**src/rtl/hamming_pkg.sv**
```systemverilog
// Shared types and helpers for the SECDED Hamming stream decoder.
// Latency: not applicable (types and constant functions only).
// Backpressure: not applicable.
package hamming_pkg;

  // Error classes reported with every decoded word.
  typedef enum logic [1:0] {
    ERR_NONE        = 2'b00,
    ERR_SINGLE      = 2'b01,
    ERR_OVERALL_PAR = 2'b10,
    ERR_UNCORR      = 2'b11
  } err_type_e;

  // Number of Hamming check bits for a given payload width.
  function automatic int parity_width(input int data_width);
    return $clog2(data_width) + 1;
  endfunction

  // Full encoded width: payload, check bits and the overall parity bit.
  function automatic int enc_width(input int data_width);
    return data_width + parity_width(data_width) + 1;
  endfunction

  // Check bits live at power-of-two Hamming positions.
  function automatic logic is_pow2(input int pos);
    return (pos > 0) && ((pos & (pos - 1)) == 0);
  endfunction

endpackage

```
**src/rtl/hamming_syndrome_calc.sv**
```systemverilog
// Combinational syndrome and overall-parity computation for one encoded word.
// Latency: 0 cycles (pure combinational).
// Backpressure: none; the caller registers the result when its stage advances.
module hamming_syndrome_calc
  import hamming_pkg::*;
#(
  parameter  int DATA_WIDTH   = 8,
  localparam int PARITY_WIDTH = parity_width(DATA_WIDTH),
  localparam int ENC_WIDTH    = enc_width(DATA_WIDTH)
) (
  input  logic [ENC_WIDTH-1:0]    enc_data,
  output logic [PARITY_WIDTH-1:0] syndrome,
  output logic                    overall
);

  localparam int CODE_LEN = DATA_WIDTH + PARITY_WIDTH;

  // Syndrome is the XOR of the Hamming positions of every set bit.
  always_comb begin
    syndrome = '0;
    for (int p = 1; p <= CODE_LEN; p++) begin
      if (enc_data[p-1]) begin
        syndrome = syndrome ^ PARITY_WIDTH'(p);
      end
    end
  end

  // Overall parity covers the whole word including the overall bit itself.
  assign overall = ^enc_data;

endmodule

```
**src/rtl/hamming_secded_stream_decoder.sv**
```systemverilog
// SECDED Hamming stream decoder: classifies, optionally corrects, reports syndrome, counts errors.
// Latency: 2 cycles from input handshake to o_valid when unstalled; 1 word per cycle.
// Backpressure: per-stage enables collapse bubbles; o_ready drops only with both stages full and i_ready low.
module hamming_secded_stream_decoder
  import hamming_pkg::*;
#(
  parameter  int DATA_WIDTH   = 8,
  parameter  int CNT_WIDTH    = 16,
  localparam int PARITY_WIDTH = parity_width(DATA_WIDTH),
  localparam int ENC_WIDTH    = enc_width(DATA_WIDTH)
) (
  input  logic                    i_clk,
  input  logic                    i_rst_n,
  input  logic                    i_valid,
  output logic                    o_ready,
  input  logic [ENC_WIDTH-1:0]    i_enc_data,
  input  logic                    i_corr_en,
  output logic                    o_valid,
  input  logic                    i_ready,
  output logic [DATA_WIDTH-1:0]   o_data,
  output logic [1:0]              o_err_type,
  output logic [PARITY_WIDTH-1:0] o_syndrome,
  input  logic                    i_cnt_clr,
  output logic [CNT_WIDTH-1:0]    o_single_cnt,
  output logic [CNT_WIDTH-1:0]    o_uncorr_cnt,
  output logic                    o_uncorr_sticky
);

  localparam int CODE_LEN = DATA_WIDTH + PARITY_WIDTH;

  // Stage 1: raw word (overall bit dropped, its effect is captured in s1_q).
  logic                    s1_v;
  logic [CODE_LEN-1:0]     s1_word;
  logic [PARITY_WIDTH-1:0] s1_syn;
  logic                    s1_q;
  logic                    s1_corr;

  // Stage 2 state drives the outputs directly.
  logic                    s2_v;
  logic [DATA_WIDTH-1:0]   s2_data;
  err_type_e               s2_type;
  logic [PARITY_WIDTH-1:0] s2_syn;

  logic                    s1_en;
  logic                    s2_en;
  logic                    out_hs;

  logic [PARITY_WIDTH-1:0] in_syn;
  logic                    in_q;

  err_type_e               cls;
  logic                    do_flip;
  logic [CODE_LEN-1:0]     word_fix;
  logic [DATA_WIDTH-1:0]   ext_data;

  logic [CNT_WIDTH-1:0]    single_cnt;
  logic [CNT_WIDTH-1:0]    uncorr_cnt;
  logic                    uncorr_sticky;

  // A stage advances when it is empty or its successor advances.
  assign s2_en   = !s2_v || i_ready;
  assign s1_en   = !s1_v || s2_en;
  assign o_ready = s1_en;
  assign out_hs  = s2_v && i_ready;

  hamming_syndrome_calc #(
    .DATA_WIDTH (DATA_WIDTH)
  ) u_syndrome_calc (
    .enc_data (i_enc_data),
    .syndrome (in_syn),
    .overall  (in_q)
  );

  // Stage 1 register: capture the word with its syndrome, parity and mode bit.
  always_ff @(posedge i_clk or negedge i_rst_n) begin
    if (!i_rst_n) begin
      s1_v    <= 1'b0;
      s1_word <= '0;
      s1_syn  <= '0;
      s1_q    <= 1'b0;
      s1_corr <= 1'b0;
    end else if (s1_en) begin
      s1_v <= i_valid;
      if (i_valid) begin
        s1_word <= i_enc_data[CODE_LEN-1:0];
        s1_syn  <= in_syn;
        s1_q    <= in_q;
        s1_corr <= i_corr_en;
      end
    end
  end

  // Classify from syndrome and overall parity; out-of-range syndromes are uncorrectable.
  always_comb begin
    cls = ERR_NONE;
    if (s1_syn == '0) begin
      cls = s1_q ? ERR_OVERALL_PAR : ERR_NONE;
    end else if (!s1_q) begin
      cls = ERR_UNCORR;
    end else if (s1_syn > PARITY_WIDTH'(CODE_LEN)) begin
      cls = ERR_UNCORR;
    end else begin
      cls = ERR_SINGLE;
    end
  end

  // Detect-only mode keeps classification but suppresses the flip.
  assign do_flip = s1_corr && (cls == ERR_SINGLE);

  // Apply the flip at position s, then gather data bits from non-power-of-two positions.
  always_comb begin
    int di;
    di       = 0;
    word_fix = s1_word;
    ext_data = '0;
    for (int p = 1; p <= CODE_LEN; p++) begin
      if (do_flip && (s1_syn == PARITY_WIDTH'(p))) begin
        word_fix[p-1] = ~s1_word[p-1];
      end
      if (!is_pow2(p)) begin
        ext_data[di] = word_fix[p-1];
        di = di + 1;
      end
    end
  end

  // Stage 2 register: results only change when the stage advances, so stalls hold them.
  always_ff @(posedge i_clk or negedge i_rst_n) begin
    if (!i_rst_n) begin
      s2_v    <= 1'b0;
      s2_data <= '0;
      s2_type <= ERR_NONE;
      s2_syn  <= '0;
    end else if (s2_en) begin
      s2_v <= s1_v;
      if (s1_v) begin
        s2_data <= ext_data;
        s2_type <= cls;
        s2_syn  <= s1_syn;
      end
    end
  end

  // Saturating statistics on delivered words; clear takes priority over counting.
  always_ff @(posedge i_clk or negedge i_rst_n) begin
    if (!i_rst_n) begin
      single_cnt    <= '0;
      uncorr_cnt    <= '0;
      uncorr_sticky <= 1'b0;
    end else if (i_cnt_clr) begin
      single_cnt    <= '0;
      uncorr_cnt    <= '0;
      uncorr_sticky <= 1'b0;
    end else if (out_hs) begin
      if ((s2_type == ERR_SINGLE) || (s2_type == ERR_OVERALL_PAR)) begin
        if (single_cnt != '1) begin
          single_cnt <= single_cnt + 1'b1;
        end
      end else if (s2_type == ERR_UNCORR) begin
        if (uncorr_cnt != '1) begin
          uncorr_cnt <= uncorr_cnt + 1'b1;
        end
        uncorr_sticky <= 1'b1;
      end
    end
  end

  assign o_valid         = s2_v;
  assign o_data          = s2_data;
  assign o_err_type      = s2_type;
  assign o_syndrome      = s2_syn;
  assign o_single_cnt    = single_cnt;
  assign o_uncorr_cnt    = uncorr_cnt;
  assign o_uncorr_sticky = uncorr_sticky;

endmodule

```
**config.mk**
```make
export PLATFORM = sky130hd
export DESIGN_NAME = hamming_secded_stream_decoder
export DESIGN_NICKNAME = d
export VERILOG_FILES = /design/src/rtl/hamming_pkg.sv /design/src/rtl/hamming_syndrome_calc.sv /design/src/rtl/hamming_secded_stream_decoder.sv
export SDC_FILE = /design/constraint.sdc
export NUM_CORES = 1
export LEC_CHECK = 0
export CAP_MARGIN = 5
export CORE_MARGIN = 1
export CORE_UTILIZATION = 49
export DETAILED_ROUTE_END_ITERATION = 16
export DONT_BUFFER_PORTS = 1
export GPL_TIMING_DRIVEN = 1
export PLACE_DENSITY = 0.73
export SLEW_MARGIN = 20
export SYNTH_ARGS = -nofsm -noshare
export SYNTH_HDL_FRONTEND = slang
export SYNTH_HIERARCHICAL = 1
export SYNTH_SLANG_ARGS = --single-unit
```
**constraint.sdc**
```tcl
create_clock -name i_clk -period 3.54 [get_ports i_clk]
set_clock_uncertainty 0.1 [all_clocks]
set_input_delay 0.177 -clock i_clk [delete_from_list [all_inputs] [get_ports i_clk]]
set_output_delay 0.177 -clock i_clk [all_outputs]
set_load 0.01 [all_outputs]
```
==> reports/results.md, run 1 <==
- finished clean — run status
- 0 — input/output buffers
- 20.5% — Total GRT Usage
- i_cnt_clr — beginning of the worst hold path
- 46.6% — area share of the leading cell type in the synthesized netlist
- 2484 — via count of the first global-routing pass
- 63 — register bit count reported by yosys
- flop to flop — type of the setup path with the least slack
- 0 — final slew viol count
- sky130_fd_sc_hd__dfrtp_1 — ys flop type
- 0 — ANT nets after route
- 0 — number of setup violations in the final report
- 6 — number of synthesis warnings
- 85.1 um — vertical die dimension
- 0 — overflow left after global routing
- 0 — max-cap viol count
- 6.11 — post-detailed-route via-to-cell ratio
- 0.07 ns — clock-pin slew reported for the worst setup and hold paths after clock tree synthesis
- 1.16 ns — Worst R2R Setup Slack
- 0.33 ns — clock insertion delay at the later pin of the skew report
- 0 — Resize count post-CTS
- 0 — number of failing hold endpoints at the final stage
- 1350 uW — internal power of the cells
- 4630 um — Detailed Place HPWL
- 16.4 um — detail-routed net length per standard cell
- 46.6% — sequential cell area fraction in the yosys report
- 50.5% — sequential power share
- 63 — number of sinks driven by the clock tree
- flop — startpoint type of the worst setup path
- 0.774 — GP Congestion
- 0 — diode insertion count for antenna repair
- 0 ns — sum of negative setup slack
- simple AND/OR/NAND/NOR gates — cell class contributing the biggest share of worst-path delay
- o_uncorr_cnt[15] — CP endpoint
- 43.8% — remaining max-slew budget at the tightest pin
- 10.5 sq um — post-synthesis average cell area
- false — RSZ-0062 raised after global routing
- 172 — violation count after the first detailed-routing iteration
- 291 uV — maximum resistive drop on vdd
- 0.00338 sq mm — Post-Syn Area
- 0 — number of remaining DRC errors
- o_err_type[0] — CP startpoint
- 6800 um — total wirelength of the detailed-routed design
- 0.00149 uW — reported leakage power
- 14.8% — layout cell share with drive strength beyond 1
- 29 — Site Rows
- sky130_fd_sc_hd__or4_1 — Critical Path Slowest Stage Cell
- primary input to flop — class of the most critical hold timing path
- 0 — initial antenna violation count
- 4 — Initial DRT Pass Iterations
- 512 mW/mm^2 — power density over cell area
- 100% — fraction of synthesis flops using an asynchronous set or reset pin
- 67.2% — Tcrit/Tclk final
- 0.00724 sq mm — die footprint
- sky130_fd_sc_hd__clkbuf_8 — cell at the root of the clock tree
- 0 — number of buffers and inverters on the critical path
- 3 — H-tree lvl count
- 344 — Synth Net Count
- 31.6% — clock group share of total power
- 63 x sky130_fd_sc_hd__dfrtp_1, 30 x sky130_fd_sc_hd__a21oi_1, 28 x sky130_fd_sc_hd__nor2_1, 22 x sky130_fd_sc_hd__mux2_2, 19 x sky130_fd_sc_hd__xnor2_1 — commonest cells in the netlist
- 64 — maximum number of pins on one net before global-route repair
- 354 — nets@finish
- 5 — Worst Reg2Reg Path Length in Cells
- 9 — number of CTS-inserted buffers
- 0 — number of enable flip-flop cells after synthesis
- 68 — IO Count
- 0.837 ns — Worst Max-Slew Pin Slew
- 11.6% — growth of design area from synthesis to finish
- 5 — count of cell instances traversed by the critical path
- 582 uW — sw power
- 0.00649 sq mm — standard cell core area
- done — clock tree from TritonCTS
- o_uncorr_cnt[15] — r2r endpoint
- 30.1% — sw frac
- 2.38 ns — final critical-path required period
- 52.1% — Initial Utilization
- 0.0190 ns — hold_ws
- 0.56 ns — delay of the slowest cell on the worst path
- 10 — Max FO, Critical Path
- 85.1 um — Die Width
- 0.00158 sq mm — FF+latch area
- 18.0% — combinational cell fraction of total power
- 50 — Synth cell types
- sky130_fd_sc_hd__dfrtp_1 — library cell with the largest summed area after synthesis
- 2 — maximum clock path buffer count
- 2.54 ns — arrival time reported for the critical path endpoint
- 0.00173 sq mm — area of combinational cells with multiple inputs
- 0 — buffers inserted during post-CTS setup optimization
- sky130_fd_sc_hd__dfrtp_1 47%, sky130_fd_sc_hd__mux2_2 7.3%, sky130_fd_sc_hd__xnor2_1 4.9% — top cells by area in the synthesized netlist
- 1930 uW — power consumption
- 2528 — total via count after detailed routing
- 420 MHz — Fmax
- o_err_type[0] — RR Startpoint
- 3.70 ns — required time at the endpoint of the critical path
- flop — Setup crit end kind
- sky130_fd_sc_hd__dfrtp_1 — most common cell in the netlist
- 11700 um — wire length of the first global-routing pass
- ha_1 -> and4b_1 -> nand4_2 -> or4_1 -> a21oi_1 — crit path cell chain
- 526 — total of fill cells in the finished design
- 322 — post-synthesis cell count
-- power groups by stage --
| stage | logic (uW) | clock network, uW | registers, uW |
|---|---|---|---|
| floorplan | 304 | 0 | 933 |
| global placement | 304 | 0 | 984 |
| CTS | 352 | 627 | 976 |
| global route | 391 | 656 | 997 |
| detailed placement | 312 | 0 | 989 |
| finish | 347 | 610 | 975 |
-- area by class of cell --
cell class	count	share of cell area (%)
clock buffers	12	3.84
clock inverters	4	1.19
inverters	3	0.298
multi-input cells	240	45.7
flip-flops and latches	63	41.8
well taps	77	2.55
repair buffers	15	4.64
-- how the worst min path moves through the flow --
stage                       endpoint  slack, ns  depth (start not counted)
finish               o_single_cnt[4]       0.02                          2
global route        o_single_cnt[12]       0.01                          2
CTS                 o_single_cnt[12]      0.002                          2
detailed placement  o_uncorr_cnt[14]      -0.22                          0
global placement     o_uncorr_cnt[8]      -0.22                          0
floorplan                  o_data[0]      -0.22                          0
-- cell usage in the layout, fill, tap and decap left out, types with 3 or more instances in the layout --
cell type	synthesis	layout
sky130_fd_sc_hd__o41ai_1	5	5
sky130_fd_sc_hd__o311ai_0	3	3
sky130_fd_sc_hd__dfrtp_1	63	63
sky130_fd_sc_hd__and4_1	5	5
sky130_fd_sc_hd__nand3_1	10	10
sky130_fd_sc_hd__o31ai_1	11	11
sky130_fd_sc_hd__nand4_2	3	3
sky130_fd_sc_hd__xnor2_1	19	19
sky130_fd_sc_hd__dlygate4sd3_1	0	12
sky130_fd_sc_hd__and3_1	3	3
sky130_fd_sc_hd__nor2_1	28	28
sky130_fd_sc_hd__ha_1	3	3
sky130_fd_sc_hd__mux2_2	22	22
sky130_fd_sc_hd__or4_1	11	11
sky130_fd_sc_hd__inv_1	3	3
sky130_fd_sc_hd__clkinv_2	0	3
sky130_fd_sc_hd__o21ai_0	7	7
sky130_fd_sc_hd__a21oi_1	30	30
sky130_fd_sc_hd__clkbuf_8	0	10
sky130_fd_sc_hd__nor2b_1	9	9
sky130_fd_sc_hd__or3_1	8	8
sky130_fd_sc_hd__nor4_1	7	7
sky130_fd_sc_hd__nand2b_1	5	5
sky130_fd_sc_hd__nand4_1	5	5
sky130_fd_sc_hd__nand2_1	17	17
-- state kept, by name, indices dropped and copies added, names as in the netlist --
| register | cells |
|---|---|
| o_uncorr_cnt | 16 |
| s1_word | 8 |
| s1_q | 1 |
| o_data | 8 |
| s1_v | 1 |
| o_valid | 1 |
| s1_corr | 1 |
| o_err_type | 2 |
| s1_syn | 4 |
| o_syndrome | 4 |
| o_single_cnt | 16 |
| o_uncorr_sticky | 1 |
-- layer usage --
layer | wire (um) | track usage (%) | part of all wire (%)
met1 | 3050 | 25.7 | 45
met2 | 3270 | 33.2 | 48
met3 | 389 | 6.03 | 5.7
met4 | 95 | 8.78 | 1.4
met5 | 0 | 0 | 0
-- repair_timing --
action                                  4_1_cts  5_1_grt
hold buffers                                 14        0
endpoints found under the setup margin        0        0
endpoints found under the hold margin       108        0
-- cell families (layout without fill, tap and decap cells) --
| logic type | Yosys count | after routing | synth area share [%] |
|---|---|---|---|
| simple gates | 125 | 125 | 21.8 |
| compound gates | 61 | 61 | 11.2 |
| flops | 63 | 63 | 46.6 |
| xor+xnor | 25 | 25 | 8.17 |
| mux | 26 | 26 | 8.73 |
| buf+inv | 19 | 34 | 2.40 |
| fa+ha+maj | 3 | 3 | 1.11 |
-- through the flow --
| stage | cell area, sq um | cells | setup slack, ns | util, % |
|---|---|---|---|---|
| 4_1_cts | 3770 | 414 | 1.14 | 58.1 |
| 3_3_place_gp | 3420 | 384 | 1.22 | 52.6 |
| 3_5_place_dp | 3420 | 384 | 1.16 | 52.6 |
| 6_report | 3770 | 414 | 1.16 | 58.1 |
| 2_1_floorplan | 3380 | 322 | 1.42 | - |
| 5_1_grt | 3770 | 414 | 1.00 | 58.1 |
Note: power is estimated with default switching activity, not from simulation.
==> run 2: changes to the inputs <==
==> constraint.sdc (replaced) <==
create_clock -name i_clk -period 2.3 [get_ports i_clk]
set_clock_uncertainty 0.1 [all_clocks]
set_input_delay 0.115 -clock i_clk [delete_from_list [all_inputs] [get_ports i_clk]]
set_output_delay 0.115 -clock i_clk [all_outputs]
set_load 0.01 [all_outputs]
==> run 2 against run 1 <==
Effect of this change: global-route usage up 1.1 points; wire length up 7.5%; hold slack better by 0.0029 ns; sequential cell count unchanged; final cell count up 4.3%; clock power up 35%; largest cell class unchanged.
==> reports/results.md, run 2 (synthesized netlist as in run 1, its figures left out) <==
- finished clean — run status
- false — RSZ-0062 raised after global routing
- primary input to flop — class of the most critical hold timing path
- 0 — buffers inserted during post-CTS setup optimization, unchanged
- 4930 um — Detailed Place HPWL, +6.6%
- 29 — Site Rows, unchanged
- 19.2% — layout cell share with drive strength beyond 1, +4.3 points
- 0 — number of setup violations in the final report, unchanged
- flop — startpoint type of the worst setup path
- 68 — IO Count, unchanged
- 0.34 ns — clock insertion delay at the later pin of the skew report, about the same
- flop to flop — type of the setup path with the least slack
- 0 — input/output buffers, unchanged
- simple AND/OR/NAND/NOR gates — cell class contributing the biggest share of worst-path delay
- 9 — number of CTS-inserted buffers, unchanged
- sky130_fd_sc_hd__or4_1 — Critical Path Slowest Stage Cell
- 15.2% — growth of design area from synthesis to finish
- 2.15 ns — final critical-path required period, -0.234 ns
- 85.1 um — vertical die dimension, unchanged
- 63 x sky130_fd_sc_hd__dfrtp_1, 30 x sky130_fd_sc_hd__a21oi_1, 28 x sky130_fd_sc_hd__nor2_1 — leading cell types in the layout, fill and taps excluded
- 0 ns — sum of negative setup slack, unchanged
- 746 mW/mm^2 — power density over cell area, +46%
- 2639 — total via count after detailed routing, +4.4%
- 0.00173 sq mm — area of combinational cells with multiple inputs, +0.51%
- 12400 um — wire length of the first global-routing pass, +5.9%
- 401 — # placed instances, +4.4%
- sky130_fd_sc_hd__clkbuf_8 — cell at the root of the clock tree
- 85.1 um — Die Width, unchanged
- 2.46 ns — required time at the endpoint of the critical path, -1.24 ns
- 485 uV — maximum resistive drop on vdd, +67%
- 0 — ANT nets after route, unchanged
- 0 — number of remaining DRC errors, unchanged
- 466 MHz — Fmax, +11%
- 64 — maximum number of pins on one net before global-route repair, unchanged
- done — clock tree from TritonCTS
- 432 — final cell count without fillers, +4.3%
- 93.3% — Tcrit/Tclk final, +26 points
- flop — Setup crit end kind
- 0 — number of failing hold endpoints at the final stage, unchanged
- 134 — violation count after the first detailed-routing iteration, -22%
- 0.797 — GP Congestion, +3.0%
- 0.00724 sq mm — die footprint, unchanged
- ha_1 -> and4b_1 -> nand4_1 -> or4_1 -> a21oi_1 — crit path cell chain
- 0 — initial antenna violation count, unchanged
- 63 — number of sinks driven by the clock tree, unchanged
- 0.00649 sq mm — standard cell core area, unchanged
- 540 — total of fill cells in the finished design, +2.7%
- 0.00158 sq mm — FF+latch area, unchanged
- 6.11 — post-detailed-route via-to-cell ratio, about the same
- 2 — maximum clock path buffer count, unchanged
- 52.1% — Initial Utilization, unchanged
- 4 — Initial DRT Pass Iterations, unchanged
- 2910 uW — power consumption, +51%
- 2.31 ns — arrival time reported for the critical path endpoint, -0.23 ns
- 0 — overflow left after global routing, unchanged
- 0.47 ns — delay of the slowest cell on the worst path, -0.09 ns
- 3 — H-tree lvl count, unchanged
- 2611 — via count of the first global-routing pass, +5.1%
- 372 — nets@finish, +5.1%
- 0.00157 uW — reported leakage power, +5.1%
- 0.07 ns — clock-pin slew reported for the worst setup and hold paths after clock tree synthesis, about the same
- 69.6% — remaining max-slew budget at the tightest pin, +26 points
- 21.6% — Total GRT Usage, +1.1 points
- 0 — final slew viol count, unchanged
- sky130_fd_sc_hd__dfrtp_1 — most frequent standard cell in the layout excluding fill and tap cells
- 8 — Max FO, Critical Path, -2
- 60.0% — utilization after layout, +1.9 points
- 0.453 ns — Worst Max-Slew Pin Slew, -0.384 ns
- 16.9 um — detail-routed net length per standard cell, +3.1%
- 0 — number of buffers and inverters on the critical path, unchanged
- 7320 um — total wirelength of the detailed-routed design, +7.5%
- 0 — max-cap viol count, unchanged
- 0 — diode insertion count for antenna repair, unchanged
run 2: cell types whose count changed in the layout (fill, tap and decap cells not counted), sizes merged:
| cell | previous run | this run |
|---|---|---|
| clkbuf | 12 | 10 |
| clkinvlp | 0 | 3 |
| bufinv | 1 | 0 |
| dlygate4sd3 | 12 | 13 |
| buf | 3 | 20 |
run 2: worst register-to-register path: cells and delay by family (launching register included):
kind | cells | cell delay, ns
AOI/OAI and AO/OA | 1 | 0.15
adders and majority gates | 1 | 0.31
and+or+nand+nor | 3 | 1.14
DFF | 1 | 0.38
run 2: timing repair:
| item | 4_1_cts | 5_1_grt |
|---|---|---|
| setup endpoints to repair | 0 | 1 |
| hold endpoints to repair | 108 | 0 |
| gates resized for setup | 0 | 1 |
| hold buffers | 15 | 0 |
run 2: metal layers:
metal,track usage (%),up-vias,part of all wire (%)
met2,34.4,79,48
met5,0,-,0
li1,-,1261,-
met4,8.32,0,1.2
met1,28.7,1289,45
met3,5.16,10,6.1
run 2: final timing paths:
path | start | end | slack (ns) | depth (start not counted)
max | o_err_type[0] | o_uncorr_cnt[8] | 0.15 | 5
min | i_ready | s1_v | 0.02 | 2
max reg2reg | o_err_type[0] | o_uncorr_cnt[8] | 0.15 | 5
min reg2reg | s1_v | o_valid | 0.39 | 1
max in group asynchronous | i_rst_n | o_uncorr_cnt[8] | 1.61 | 2
min in group asynchronous | i_rst_n | o_single_cnt[13] | 0.21 | 2
run 2: layout make-up:
| class | count | area share (%) |
|---|---|---|
| multi-input cells | 240 | 44.5 |
| flip-flops and latches | 63 | 40.5 |
| inverters | 3 | 0.289 |
| clock buffers | 10 | 3.28 |
| repair buffers | 33 | 8.03 |
| clock inverters | 6 | 0.963 |
| well taps | 77 | 2.47 |
run 2: where the power goes:
group          leakage (uW)  total (uW)  internal, uW  switching (uW)
registers          0.000799        1480          1270             209
logic              0.000692         607           318             289
clock network     0.0000781         823           385             439
run 2: through the flow:
stage | setup WS (ns) | hold WS [ns] | cell area [sq um]
floorplan | 0.181 | -0.281 | 3380
global placement | 0.214 | -0.279 | 3540
detailed placement | 0.148 | -0.279 | 3540
CTS | 0.127 | 0.00374 | 3890
global route | 0.0326 | 0.0387 | 3900
finish | 0.155 | 0.0219 | 3900
==> run 3: changes to the inputs <==
--- a/config.mk
+++ b/config.mk
@@ -7,11 +7,11 @@
 export LEC_CHECK = 0
 export CAP_MARGIN = 5
 export CORE_MARGIN = 1
-export CORE_UTILIZATION = 49
+export CORE_UTILIZATION = 30
 export DETAILED_ROUTE_END_ITERATION = 16
 export DONT_BUFFER_PORTS = 1
 export GPL_TIMING_DRIVEN = 1
-export PLACE_DENSITY = 0.73
+export PLACE_DENSITY = 0.53
 export SLEW_MARGIN = 20
 export SYNTH_ARGS = -nofsm -noshare
 export SYNTH_HDL_FRONTEND = slang
==> run 3 against run 2 <==
Effect of this change: design area grew 4.4%; count of clock-buffer cells in the layout rose by 4; maximum frequency hardly changed; utilization fell by 23 points; first-iteration DRC count grew 0.75%; critical path depth unchanged.
==> reports/results.md, run 3 (synthesized netlist as in run 1, its figures left out) <==
- finished clean — run status
- 4 — Initial DRT Pass Iterations, unchanged
- 0.0117 sq mm — die footprint, +62%
- 0 — input/output buffers, unchanged
- 135 — violation count after the first detailed-routing iteration, +0.75%
- 2340 uW — internal power of the cells, +19%
- 0 — number of remaining DRC errors, unchanged
- 38 — Site Rows, +31%
- sky130_fd_sc_hd__dfrtp_1 — most frequent standard cell in the layout excluding fill and tap cells
- 2.14 ns — final critical-path required period, -0.000752 ns
- 0 — number of failing hold endpoints at the final stage, unchanged
- 0 ns — sum of negative setup slack, unchanged
- 5460 um — Detailed Place HPWL, +11%
- done — clock tree from TritonCTS
- 0 — initial antenna violation count, unchanged
- 20.3% — growth of design area from synthesis to finish
- 372 — nets@finish, unchanged
- 3 — H-tree lvl count, unchanged
- 61.6% — remaining max-slew budget at the tightest pin, -7.9 points
- 7930 um — total wirelength of the detailed-routed design, +8.4%
- 0 — max-cap viol count, unchanged
- 0.576 ns — Worst Max-Slew Pin Slew, +0.123 ns
- 14.5% — Total GRT Usage, -7.1 points
- 0.00162 uW — reported leakage power, +3.0%
- sky130_fd_sc_hd__clkbuf_16 — cell at the root of the clock tree
- 814 mW/mm^2 — power density over cell area, +9.0%
- simple AND/OR/NAND/NOR gates — cell class contributing the biggest share of worst-path delay
- primary input to flop — class of the most critical hold timing path
- 18.6% — combinational cell fraction of total power, -2.3 points
- 464 — # placed instances, +16%
- 12900 um — wire length of the first global-routing pass, +4.7%
- 2.46 ns — required time at the endpoint of the critical path, about the same
- 30.9% — Initial Utilization, -21 points
- sky130_fd_sc_hd__or4_1 — Critical Path Slowest Stage Cell
- 0 — diode insertion count for antenna repair, unchanged
- 0.141 ns — Placement Setup Slack, -0.00696 ns
- 68 — IO Count, unchanged
- 0 — ANT nets after route, unchanged
- flop — startpoint type of the worst setup path
- 108 um — vertical die dimension, +27%
- 44.8% — sequential power share, -6.0 points
- 0 — buffers inserted during post-CTS setup optimization, unchanged
- 1097 — total of fill cells in the finished design, +100%
- 494 — final cell count without fillers, +14%
- 0.05 ns — clock-pin slew reported for the worst setup and hold paths after clock tree synthesis, -0.02 ns
- 477 uV — maximum resistive drop on vdd, -1.7%
- 3310 uW — power consumption, +14%
- 16.1 um — detail-routed net length per standard cell, -5.2%
- flop to flop — type of the setup path with the least slack
- 8 — Max FO, Critical Path, unchanged
- 5.20 — post-detailed-route via-to-cell ratio, -15%
- 63 — number of sinks driven by the clock tree, unchanged
- 93.2% — Tcrit/Tclk final, about the same
- 2.30 ns — arrival time reported for the critical path endpoint, about the same
- 0.0109 sq mm — standard cell core area, +68%
- 37.2% — utilization after layout, -23 points
- 2 — maximum clock path buffer count, unchanged
- ha_1 -> and4b_1 -> nand4_1 -> or4_1 -> a21oi_1 — crit path cell chain
- 2571 — total via count after detailed routing, -2.6%
- 0 — number of setup violations in the final report, unchanged
- 0 — overflow left after global routing, unchanged
- 9 — number of CTS-inserted buffers, unchanged
- 0.787 — GP Congestion, -1.4%
- flop — Setup crit end kind
- 108 um — Die Width, +27%
- 2548 — via count of the first global-routing pass, -2.4%
- 0 — number of buffers and inverters on the critical path, unchanged
- 0.155 ns — Final WS setup, +0.000752 ns
- 0 — final slew viol count, unchanged
- 968 uW — sw power, +3.4%
- 0.33 ns — clock insertion delay at the later pin of the skew report, about the same
- 63 x sky130_fd_sc_hd__dfrtp_1, 30 x sky130_fd_sc_hd__a21oi_1, 28 x sky130_fd_sc_hd__nor2_1 — leading cell types in the layout, fill and taps excluded
- 64 — maximum number of pins on one net before global-route repair, unchanged
- 29.2% — sw frac, -3.0 points
- 18.1% — layout cell share with drive strength beyond 1, -1.1 points
- 466 MHz — Fmax, about the same
- 36.6% — clock group share of total power, +8.3 points
- false — RSZ-0062 raised after global routing
- 0.48 ns — delay of the slowest cell on the worst path, about the same
==> run 3: changes by cell type in the layout (fill, tap and decap cells not counted), sizes merged <==
cell and change:
clkinv -2, clkbuf +4, clkinvlp -3
==> run 3: cell type report <==
cell class | instances | area (sq um) | share of cell area, %
clock buffers | 14 | 254 | 6.24
flip-flops and latches | 63 | 1580 | 38.7
repair buffers | 33 | 313 | 7.69
multi-input cells | 240 | 1730 | 42.6
inverters | 3 | 11.3 | 0.277
clock inverters | 1 | 5.00 | 0.123
well taps | 140 | 175 | 4.31
==> run 3: worst paths after layout <==
check | start | endpoint | slack, ns | cells after the start
worst max-delay path | o_err_type[0] | o_uncorr_cnt[14] | 0.16 | 5
worst min-delay path | i_enc_data[2] | s1_syn[1] | 0.03 | 3
worst max register to register | o_err_type[0] | o_uncorr_cnt[14] | 0.16 | 5
worst min register to register | s1_v | o_valid | 0.39 | 1
max in group asynchronous | i_rst_n | o_data[7] | 1.58 | 2
min in group asynchronous | i_rst_n | o_uncorr_cnt[4] | 0.23 | 2
==> run 3: what timing repair did <==
action                     4_1_cts  5_1_grt
resized for setup                0        1
setup endpoints to repair        0        1
hold endpoints to repair       108        0
hold buffers                    15        0
==> run 3: power groups by stage <==
| stage | Sequential (uW) | Clock (uW) | Combinational, uW |
|---|---|---|---|
| after CTS | 1490 | 1250 | 626 |
| after global routing | 1520 | 1290 | 693 |
| after floorplan | 1440 | 0 | 467 |
| after detailed placement | 1510 | 0 | 558 |
| after global placement | 1500 | 0 | 553 |
| final | 1480 | 1210 | 616 |
==> run 3: stage by stage <==
step	area, sq um	hold WS, ns
floorplan	3380	-0.281
global placement	3620	-0.279
detailed placement	3620	-0.279
CTS	4060	0.0255
global route	4070	0.0473
finish	4070	0.0339
==> run 3: per-layer routing <==
metal,vias up,GRT usage [%],wire length [um]
met5,-,0,0
met1,1242,18.1,3550
met3,9,4.28,458
li1,1251,-,-
met4,0,5.28,113
met2,69,23.4,3810
==> run 3: worst min-delay path: stages <==
cell	delay [ns]
sky130_fd_sc_hd__xnor2_1	0.06
sky130_fd_sc_hd__xnor2_1	0.12
sky130_fd_sc_hd__mux2_2	0.13
